**config.mk**
```make
export PLATFORM = sky130hd
export DESIGN_NAME = instruction_fetch
export DESIGN_NICKNAME = d
export VERILOG_FILES = /design/src/rtl/cpu_pkg.sv /design/src/rtl/instruction_fetch_ifid_reg.sv /design/src/rtl/instruction_fetch.sv
export SDC_FILE = /design/constraint.sdc
export NUM_CORES = 1
export LEC_CHECK = 0
export ABC_CLOCK_PERIOD_IN_PS = 3500
export CAP_MARGIN = 20
export CELL_PAD_IN_SITES_DETAIL_PLACEMENT = 1
export CELL_PAD_IN_SITES_GLOBAL_PLACEMENT = 1
export CORE_MARGIN = 5
export CORE_UTILIZATION = 33
export DETAILED_ROUTE_END_ITERATION = 16
export GPL_TIMING_DRIVEN = 1
export PLACE_DENSITY_LB_ADDON = 0.15
export SLEW_MARGIN = 10
export SYNTH_ARGS = -nofsm -noshare
export SYNTH_HDL_FRONTEND = slang
export SYNTH_HIERARCHICAL = 1
export SYNTH_SLANG_ARGS = --single-unit
```
**constraint.sdc**
```tcl
create_clock -name clk -period 3.5 [get_ports clk]
set_clock_uncertainty 0.1 [all_clocks]
set_input_delay 0.7 -clock clk [delete_from_list [all_inputs] [get_ports clk]]
set_output_delay 0.7 -clock clk [all_outputs]
set_load 0.01 [all_outputs]
```
**src/rtl/cpu_pkg.sv**
```systemverilog
// Shared definitions for the LEGv8 pipeline.
//   INSTR_W, ADDR_W : instruction and address widths
//   NOP_INSTR       : encoding presented on a pipeline bubble
//   fetch_state_t   : fetch-stage state machine encoding
package cpu_pkg;

    localparam int unsigned INSTR_W = 32;
    localparam int unsigned ADDR_W  = 32;

    localparam logic [INSTR_W-1:0] NOP_INSTR = '0;

    typedef enum logic [0:0] {
        FETCH_RUN   = 1'b0,
        FETCH_FAULT = 1'b1
    } fetch_state_t;

endpackage

```
**src/rtl/instruction_fetch_ifid_reg.sv**
```systemverilog
// IF/ID pipeline register.
//   clk, reset_n : clock and synchronous active-low reset
//   flush_i      : load a bubble (valid=0, instr=NOP); pc is left as is
//   hold_i       : keep current contents
//   load_i       : capture instr_i / pc_i as a valid instruction
//   instr_o, pc_o, valid_o : registered contents
// Priority: reset > flush > hold > load; with none asserted the contents hold.
module instruction_fetch_ifid_reg
    import cpu_pkg::*;
(
    input  logic               clk,
    input  logic               reset_n,
    input  logic               load_i,
    input  logic               hold_i,
    input  logic               flush_i,
    input  logic [INSTR_W-1:0] instr_i,
    input  logic [ADDR_W-1:0]  pc_i,
    output logic [INSTR_W-1:0] instr_o,
    output logic [ADDR_W-1:0]  pc_o,
    output logic               valid_o
);

    logic [INSTR_W-1:0] instr_q, instr_d;
    logic [ADDR_W-1:0]  pc_q, pc_d;
    logic               valid_q, valid_d;

    always_comb begin
        instr_d = instr_q;
        pc_d    = pc_q;
        valid_d = valid_q;
        if (flush_i) begin
            instr_d = NOP_INSTR;
            valid_d = 1'b0;
        end else if (hold_i) begin
            // keep contents
        end else if (load_i) begin
            instr_d = instr_i;
            pc_d    = pc_i;
            valid_d = 1'b1;
        end
    end

    always_ff @(posedge clk) begin
        if (!reset_n) begin
            instr_q <= NOP_INSTR;
            pc_q    <= '0;
            valid_q <= 1'b0;
        end else begin
            instr_q <= instr_d;
            pc_q    <= pc_d;
            valid_q <= valid_d;
        end
    end

    assign instr_o = instr_q;
    assign pc_o    = pc_q;
    assign valid_o = valid_q;

endmodule

```
**src/rtl/instruction_fetch.sv**
```systemverilog
// PC and fetch stage of the pipelined LEGv8 CPU.
//   clk, reset_n          : clock, synchronous active-low reset
//   stall                 : hold PC and IF/ID
//   br_taken, br_pc,
//   br_offset             : branch redirect; target = br_pc + (br_offset << 2)
//   imem_addr, imem_instr : combinational instruction memory interface
//   ifid_instr, ifid_pc,
//   ifid_valid            : IF/ID pipeline register outputs
//   fetch_fault           : sticky illegal-fetch flag
//   fetch_count           : saturating count of valid instructions delivered
module instruction_fetch
    import cpu_pkg::*;
#(
    parameter logic [31:0] RESET_PC   = 32'h0000_0000,
    parameter int unsigned IMEM_WORDS = 1024
) (
    input  logic        clk,
    input  logic        reset_n,
    input  logic        stall,
    input  logic        br_taken,
    input  logic [31:0] br_pc,
    input  logic [31:0] br_offset,
    output logic [31:0] imem_addr,
    input  logic [31:0] imem_instr,
    output logic [31:0] ifid_instr,
    output logic [31:0] ifid_pc,
    output logic        ifid_valid,
    output logic        fetch_fault,
    output logic [31:0] fetch_count
);

    localparam logic [ADDR_W-1:0] PcLimit = ADDR_W'(4 * IMEM_WORDS);

    fetch_state_t      state_q, state_d;
    logic [ADDR_W-1:0] pc_q, pc_d;
    logic [31:0]       fetch_count_q, fetch_count_d;

    logic [ADDR_W-1:0] br_target;
    logic              pc_illegal;
    logic              ifid_load, ifid_hold, ifid_flush;

    // Offset is in words; wrap-around is intended.
    assign br_target  = br_pc + (br_offset << 2);
    assign pc_illegal = (pc_q[1:0] != 2'b00) || (pc_q >= PcLimit);

    always_comb begin
        state_d       = state_q;
        pc_d          = pc_q;
        fetch_count_d = fetch_count_q;
        ifid_load     = 1'b0;
        ifid_hold     = 1'b0;
        ifid_flush    = 1'b0;
        case (state_q)
            FETCH_RUN: begin
                if (br_taken) begin
                    // Squash the wrong-path fetch; an illegal target faults on the next fetch.
                    pc_d       = br_target;
                    ifid_flush = 1'b1;
                end else if (stall) begin
                    ifid_hold = 1'b1;
                end else if (pc_illegal) begin
                    state_d    = FETCH_FAULT;
                    ifid_flush = 1'b1;
                end else begin
                    pc_d      = pc_q + 32'd4;
                    ifid_load = 1'b1;
                    if (fetch_count_q != 32'hFFFF_FFFF) begin
                        fetch_count_d = fetch_count_q + 32'd1;
                    end
                end
            end
            default: begin
                // Frozen until reset; keep presenting bubbles.
                state_d    = FETCH_FAULT;
                ifid_flush = 1'b1;
            end
        endcase
    end

    always_ff @(posedge clk) begin
        if (!reset_n) begin
            state_q       <= FETCH_RUN;
            pc_q          <= RESET_PC;
            fetch_count_q <= '0;
        end else begin
            state_q       <= state_d;
            pc_q          <= pc_d;
            fetch_count_q <= fetch_count_d;
        end
    end

    instruction_fetch_ifid_reg u_ifid_reg (
        .clk     (clk),
        .reset_n (reset_n),
        .load_i  (ifid_load),
        .hold_i  (ifid_hold),
        .flush_i (ifid_flush),
        .instr_i (imem_instr),
        .pc_i    (pc_q),
        .instr_o (ifid_instr),
        .pc_o    (ifid_pc),
        .valid_o (ifid_valid)
    );

    assign imem_addr   = pc_q;
    assign fetch_fault = (state_q == FETCH_FAULT);
    assign fetch_count = fetch_count_q;

endmodule

```
==> results of run 1 <==
[final cells by class]
class,instances,area [µm²]
Fill cell,2487,10800
Timing Repair Buffer,256,2490
Sequential cell,130,2600
Tap cell,275,344
Multi-Input combinational cell,677,4130
Clock buffer,19,443
Inverter,10,37.5
Clock inverter,13,160
[cells in the final DEF (no fill, tap or decap), types with 11 or more instances in the layout]
cell             count
o21ai_1             12
nor2_1              41
ha_1                32
o21ai_0             31
nand2b_1            11
nand2_1            148
nand3_1             77
nor3_1              13
clkbuf_16           17
nor2b_1             11
nand4_1             18
a21oi_1             76
xnor2_1             29
clkdlybuf4s50_1    226
buf_4               30
dfxtp_1            130
and2_1              25
xor2_1              14
[registers in the layout (all words and copies together) (netlist names)]
register            flops
u_ifid_reg/valid_o      1
imem_addr              32
fetch_fault             1
u_ifid_reg/instr_o     32
fetch_count            32
u_ifid_reg/pc_o        32
[power by group]
part / internal [W] / switching (W)
registers: 0.00152 / 0.0000616
clock network: 0.00114 / 0.000664
logic: 0.000367 / 0.000360
total: 0.00303 / 0.00109
[per-stage QoR]
stage / setup WS, ns / total power (W)
after floorplan: 0.573 / 0.00200
after global placement: 0.00449 / 0.00234
after detailed placement: -0.00175 / 0.00235
after CTS: 0.439 / 0.00417
after global routing: 0.277 / 0.00431
final: 0.451 / 0.00411
[worst max-delay path: stages]
cell and delay, ns:
clkdlybuf4s50_1 0.41, ha_1 0.24, fa_1 0.40, a21o_1 0.22
a221oi_2 0.26, a21oi_1 0.19, o32ai_2 0.44, o21ai_1 0.14
xnor2_1 0.16, o21ai_1 0.07
[routing by layer]
metal / routed length, µm / track usage, % / up-vias
met5: 0 / 0 / -
met4: 196 / 4.34 / 0
met3: 1430 / 4.99 / 12
met2: 10800 / 31.3 / 173
met1: 10200 / 23.2 / 3292
li1: - / - / 3539
[logic make-up (layout without fill, tap and decap cells)]
| kind of cell | count (synthesis) | count (layout) | share of synthesized area, % |
|---|---|---|---|
| fa+ha+maj | 33 | 33 | 6.00 |
| simple gates | 395 | 395 | 28.1 |
| compound gates | 196 | 196 | 17.8 |
| buf+inv | 59 | 298 | 4.09 |
| xor+xnor | 43 | 43 | 5.37 |
| flops | 130 | 130 | 37.1 |
| mux | 10 | 10 | 1.45 |
[worst max path at each step]
stage / cells past startpoint / endpoint / startpoint
2_1_floorplan: 8 / imem_addr[31] / br_pc[8]
3_3_place_gp: 10 / imem_addr[24] / br_pc[2]
3_5_place_dp: 10 / imem_addr[24] / br_pc[2]
4_1_cts: 10 / imem_addr[24] / br_pc[2]
5_1_grt: 10 / imem_addr[28] / br_pc[2]
6_report: 10 / imem_addr[28] / br_pc[2]
==> results.toml, run 1 <==
[sta]
rsz0062_at_grt = "no"
setup_tns_ns = 0
period_share_pct = 87.1
period_needed_ns = 3.05
setup_viol = 0
fin_hold_ws_ns = 0.343
relSlewSlack_pct = 58.0
worst_pin_slew_ns = 0.625
max_freq_mhz = 328
slew_viol_final = 0
timing.final.hold_violations = 0

[grt]
grt_pass1_wl_um = 36300
antenna_found_initial = 0
grt-ovfl-total = 0
grt_usage_pct = 18.3
grt_max_degree = 58
grt_pass1_vias = 6904

[critical_path]
crit_type = "input port to flip-flop"
worstSetupEndpointType = "flip-flop"
crit_path_max_fanout = 3
critPathLaunchType = "input port"
r2r-end = "u_ifid_reg/pc_o[14]"
critical_path.reg2reg.startpoint = "imem_addr[14]"
cp.arrival_ns = 3.24
r2r_setup_slack_ns = 0.97
r2r.worst_path.cells = 7
required_ns = 3.70

[floorplan]
die_h_um = 156
core_um2 = 21000
dieArea_um2 = 24200
die_x_um = 156
rows = 53
io_pins = 230
start_util_pct = 33.4

[job]
max-cap-violations = 0

[worst_hold_path]
hold_depth = 2
min_to = "u_ifid_reg/pc_o[7]"
hold_class = "flip-flop to flip-flop"
hold_start = "u_ifid_reg/pc_o[7]"

[place]
io_buffers = 227
placed_cells = 1348
gp_congestion = 0.786
placed_cell_area_um2 = 9600
hpwl_um = 17300

[synthesis]
synth.top_cells.by_count = "148 x nand2_1, 130 x dfxtp_1, 77 x nand3_1"
synth.most_common_cell = "nand2_1"
asyncSetResetFlopFracSynth_pct = 0
yosysWarnings = 6
synth-edff-count = 0
synth_area_per_cell_um2 = 8.09
synth_top_area_cell = "dfxtp_1"
ys_types = 72
synth_cells = 866
synth_top_area_share_pct = 37.1
yosys-top-cells-area = "dfxtp_1 37%, nand2_1 7.9%, ha_1 5.7%, nand3_1 5.5%, a21oi_1 5.4%"
netlist_area_um2 = 7010
synth-seq-cells = 130
synth_ff_type = "dfxtp_1"
ys_seq_area_share_pct = 37.1
synthesis.nets = 999

[cells_and_area]
fin_util_pct = 48.7
drive_above_1_share_pct = 7.78
postLayoutCellArea_um2 = 10200
layout.nets = 1225
antennaDiodeCount = 0
syn_to_final_growth_pct = 45.6
fin_cells = 1380

[drt]
final_antenna_net_count = 0
drc = 0
drt_pass1_iterations = 4
num_vias = 7016
routedWlPerCell_um = 16.4
vias_per_cell = 5.08
drtIter0Drc = 239
wl_um = 22600

[clock_network]
clk_latency_ns = 0.42
cts_resized = 0
cts_buffers = 17
tritoncts = "done"
ctsHoldBuffers = 0
cts_root_buffer = "clkbuf_16"
post-cts-setup-buffer-count = 0
clock-sinks = 130
clockBufferDepth = 2
path_clk_slew_ns = 0.06
ctsHtreeMaxLevel = 4

[outcome]
status = "completed"

[power_and_ir_drop]
p_leak_nw = 3.83
powerDensity_nw_per_um2 = 403
irDropWorstVdd_uv = 315
Power figures use the tool's default switching activity.
==> inputs of run 2 (changes only) <==
--- a/config.mk
+++ b/config.mk
@@ -9,7 +9,7 @@
 export CAP_MARGIN = 20
 export CELL_PAD_IN_SITES_DETAIL_PLACEMENT = 1
 export CELL_PAD_IN_SITES_GLOBAL_PLACEMENT = 1
-export CORE_MARGIN = 5
+export CORE_MARGIN = 10
 export CORE_UTILIZATION = 33
 export DETAILED_ROUTE_END_ITERATION = 16
 export GPL_TIMING_DRIVEN = 1
==> results.toml, run 2 (synthesized netlist as in run 1, its figures left out) <==
[clock_network]
post-cts-setup-buffer-count = 0
ctsHoldBuffers = 0
clock-sinks = 130
clk_latency_ns = 0.42
tritoncts = "done"
cts_root_buffer = "clkbuf_16"
clockBufferDepth = 2
cts_buffers = 17
cts_resized = 0
path_clk_slew_ns = 0.05
ctsHtreeMaxLevel = 4

[cells_and_area]
nFillCells = 2526
antennaDiodeCount = 0
mostFrequentLayoutCell = "clkdlybuf4s50_1"
postLayoutCellArea_um2 = 10200
layout.nets = 1229
final_cell_mix = "226 x clkdlybuf4s50_1, 148 x nand2_1, 130 x dfxtp_1, 77 x nand3_1, 76 x a21oi_1"
syn_to_final_growth_pct = 45.3
multi_input_area_um2 = 4130
regArea_um2 = 2600
fin_cells = 1380
drive_above_1_share_pct = 7.78

[critical_path]
required_ns = 3.76
r2r_setup_slack_ns = 0.90
slowest_stage = "a2111o_1"
path_delay_family = "compound AO/OA/AOI/OAI gates"
critPathLaunchType = "input port"
cp.buffers_inverters = 1
crit_path_max_fanout = 2
worstPathCellList = "clkdlybuf4s50_1, ha_1, a2111oi_4, o21ai_2, a41o_1, a2111o_1, a31oi_1, mux2_1, nand3_1"
crit_type = "input port to flip-flop"
cp.arrival_ns = 3.29
worstSetupEndpointType = "flip-flop"
slowest_delay_ns = 0.47

[floorplan]
core_um2 = 21000
start_util_pct = 33.4
rows = 53
io_pins = 230
die_x_um = 166
dieArea_um2 = 27500
die_h_um = 166

[sta]
setup_viol = 0
max_freq_mhz = 330
relSlewSlack_pct = 52.8
setup_ws_ns = 0.467
slew_viol_final = 0
setup_tns_ns = 0
timing.final.hold_violations = 0
rsz0062_at_grt = "no"
worst_pin_slew_ns = 0.702
period_share_pct = 86.7
period_needed_ns = 3.03

[power_and_ir_drop]
intPower_w = 0.00297
p_leak_nw = 3.84
p_sw_share_pct = 25.9
finalPower_w = 0.00401
p_switching_w = 0.00104
p_clk_share_pct = 42.2
powerDensity_nw_per_um2 = 394
p_seq_share_pct = 39.5
irDropWorstVdd_uv = 384
power.share.combinational_pct = 18.3

[place]
pre_cts_ws_ns = -0.0154
io_buffers = 227
placed_cells = 1352
gp_congestion = 0.798
placed_cell_area_um2 = 9630
hpwl_um = 18600

[drt]
drtIter0Drc = 241
drc = 0
final_antenna_net_count = 0
num_vias = 7044
wl_um = 23900
drt_pass1_iterations = 4
vias_per_cell = 5.10
routedWlPerCell_um = 17.3

[grt]
grt_pass1_vias = 7251
grt-ovfl-total = 0
grt_usage_pct = 16.9
grt_pass1_wl_um = 38800
grt_max_degree = 58
antenna_found_initial = 0

[outcome]
status = "completed"

[job]
max-cap-violations = 0

[worst_hold_path]
hold_class = "flip-flop to flip-flop"
[run 2: cell count changes in the layout (fill, tap and decap cells not counted)]
cell / before / now
buf_4: 30 / 34
clkinv_4: 3 / 0
clkbuf_8: 1 / 3
clkinvlp_4: 2 / 0
bufinv_16: 3 / 2
clkinv_2: 4 / 5
inv_6: 1 / 0
[run 2: worst paths after layout]
path	from	end	depth (start not counted)
worst max-delay path	br_pc[8]	imem_addr[31]	9
worst min-delay path	u_ifid_reg/pc_o[31]	u_ifid_reg/pc_o[31]	2
worst max register to register	imem_addr[14]	fetch_count[23]	7
worst min register to register	u_ifid_reg/pc_o[31]	u_ifid_reg/pc_o[31]	2
[run 2: tightest hold or removal path, stage by stage, from the launching register on]
cell,delay [ns]
dfxtp_1,0.30
nand3_1,0.06
nand2_1,0.04
[run 2: routing by layer]
metal  vias up  track usage, %  part of all wire (%)
met4         0            5.55                   1.7
met1      3321            20.9                    45
met3        23            4.69                   5.3
met5         -               0                     0
met2       168            27.9                    47
li1       3532               -                     -
[run 2: area by class of cell]
cell class	count	area share [%]
timing repair buffer	260	24.7
inverter	10	0.369
sequential	130	25.6
clock inverter	7	0.835
tap	275	3.38
clock buffer	21	4.62
multi-input combinational	677	40.5
[run 2: power groups by stage]
stage	clock, W	combinational [W]	sequential (W)
floorplan	0	0.000386	0.00161
global placement	0	0.000731	0.00161
detailed placement	0	0.000739	0.00162
CTS	0.00174	0.000743	0.00158
global route	0.00180	0.000810	0.00159
finish	0.00169	0.000733	0.00158
[run 2: through the flow]
stage / util (%) / hold slack (ns)
4_1_cts: 48.6 / 0.348
2_1_floorplan: - / 0.369
5_1_grt: 48.6 / 0.361
6_report: 48.6 / 0.344
3_3_place_gp: 45.9 / 0.333
3_5_place_dp: 45.9 / 0.338
==> inputs of run 3 (changes only) <==
--- a/config.mk
+++ b/config.mk
@@ -12,8 +12,7 @@
 export CORE_MARGIN = 10
 export CORE_UTILIZATION = 33
 export DETAILED_ROUTE_END_ITERATION = 16
-export GPL_TIMING_DRIVEN = 1
-export PLACE_DENSITY_LB_ADDON = 0.15
+export PLACE_DENSITY_LB_ADDON = 0.1
 export SLEW_MARGIN = 10
 export SYNTH_ARGS = -nofsm -noshare
 export SYNTH_HDL_FRONTEND = slang
==> results.toml, run 3 (synthesized netlist as in run 1, its figures left out) <==
[outcome]
status = "completed"

[critical_path]
cp.arrival_ns = 3.30
critPathLaunchType = "input port"
critical_path.reg2reg.startpoint = "imem_addr[14]"
worstSetupEndpointType = "flip-flop"
required_ns = 3.76
crit_type = "input port to flip-flop"
r2r-end = "fetch_count[20]"
r2r_setup_slack_ns = 0.93
crit_path_max_fanout = 2
r2r.worst_path.cells = 6

[grt]
grt_pass1_wl_um = 38800
grt-ovfl-total = 0
grt_usage_pct = 16.9
grt_max_degree = 50
antenna_found_initial = 0
grt_pass1_vias = 7226

[power_and_ir_drop]
p_leak_nw = 3.83
finalPower_w = 0.00414
irDropWorstVdd_uv = 323
powerDensity_nw_per_um2 = 406

[drt]
wl_met2_um = 11500
routedWlPerCell_um = 17.5
drtIter0Drc = 291
dr_wl_met3_um = 1180
top_layer_used = "met4"
drt_pass1_iterations = 4
m1WireLength_um = 11000
num_vias = 6937
drc = 0
final_antenna_net_count = 0
vias_per_cell = 5.03
wl_um = 24100

[place]
gp_congestion = 0.806
hpwl_um = 18600
io_buffers = 227

[cells_and_area]
drive_above_1_share_pct = 7.60
syn_to_final_growth_pct = 45.6
nFillCells = 2535
regArea_um2 = 2600
final_cell_mix = "226 x clkdlybuf4s50_1, 148 x nand2_1, 130 x dfxtp_1, 77 x nand3_1, 76 x a21oi_1"
mostFrequentLayoutCell = "clkdlybuf4s50_1"
antennaDiodeCount = 0
layout.nets = 1225
multi_input_area_um2 = 4130

[sta]
max_freq_mhz = 329
period_needed_ns = 3.04
timing.final.hold_violations = 0
worst_pin_slew_ns = 0.637
fin_hold_ws_ns = 0.344
slew_viol_final = 0
rsz0062_at_grt = "no"
setup_viol = 0
period_share_pct = 86.8
relSlewSlack_pct = 57.2
setup_tns_ns = 0

[floorplan]
start_util_pct = 33.4
core_um2 = 21000
io_pins = 230
dieArea_um2 = 27500
die_x_um = 166
rows = 53
die_h_um = 166

[clock_network]
cts_root_buffer = "clkbuf_16"
ctsHtreeMaxLevel = 4
cts_resized = 0
ctsHoldBuffers = 0
clk_latency_ns = 0.42
tritoncts = "done"
path_clk_slew_ns = 0.06
cts_buffers = 17
clock-sinks = 130
post-cts-setup-buffer-count = 0
clockBufferDepth = 2

[worst_hold_path]
hold_start = "u_ifid_reg/pc_o[19]"
min_to = "u_ifid_reg/pc_o[19]"
hold_depth = 2
hold_class = "flip-flop to flip-flop"

[job]
max-cap-violations = 0
## run 3: cell count changes in the layout (fill, tap and decap cells not counted), sizes merged
cell      delta
clkbuf       +2
clkinv       -1
bufinv       +1
clkinvlp     +2
buf          -4
## run 3: per-stage QoR
step                      std cells  setup slack [ns]  cell area (µm²)  utilization [%]
after global routing           1380             0.267            10200             48.7
after floorplan                 866             0.573             7010                -
after global placement         1348            0.0100             9600             45.8
after detailed placement       1348           -0.0253             9600             45.8
final                          1380             0.462            10200             48.7
after CTS                      1380             0.423            10200             48.7
## run 3: layer usage
layer | up-vias | track usage [%]
li1 | 3528 | -
met1 | 3220 | 20.2
met2 | 162 | 28.6
met3 | 27 | 4.38
met4 | 0 | 5.97
met5 | - | 0
## run 3: layout make-up
cell class / instances / area share, %
Multi-Input combinational cell: 677 / 40.4
Inverter: 10 / 0.368
Clock inverter: 9 / 1.26
Sequential cell: 130 / 25.5
Clock buffer: 23 / 4.68
Timing Repair Buffer: 256 / 24.4
Tap cell: 275 / 3.37
## run 3: how the worst max path moves through the flow
| stage | startpoint | to | cells past startpoint |
|---|---|---|---|
| final | br_pc[8] | imem_addr[31] | 9 |
| after global routing | br_pc[2] | imem_addr[24] | 10 |
| after CTS | br_pc[2] | imem_addr[28] | 10 |
| after detailed placement | br_pc[2] | imem_addr[28] | 10 |
| after global placement | br_pc[2] | imem_addr[28] | 10 |
| after floorplan | br_pc[8] | imem_addr[31] | 8 |
## run 3: power breakdown
group	switching, W	internal (W)
Combinational	0.000361	0.000368
Sequential	0.0000623	0.00152
Clock	0.000654	0.00117
Total	0.00108	0.00306
## run 3: worst max-delay path: stages
cell and delay, ns:
clkdlybuf4s50_1 0.41, ha_1 0.35, a2111oi_4 0.39, o21ai_2 0.10
a41o_1 0.27, a2111o_1 0.48, a31oi_1 0.18, mux2_1 0.34
nand3_1 0.08
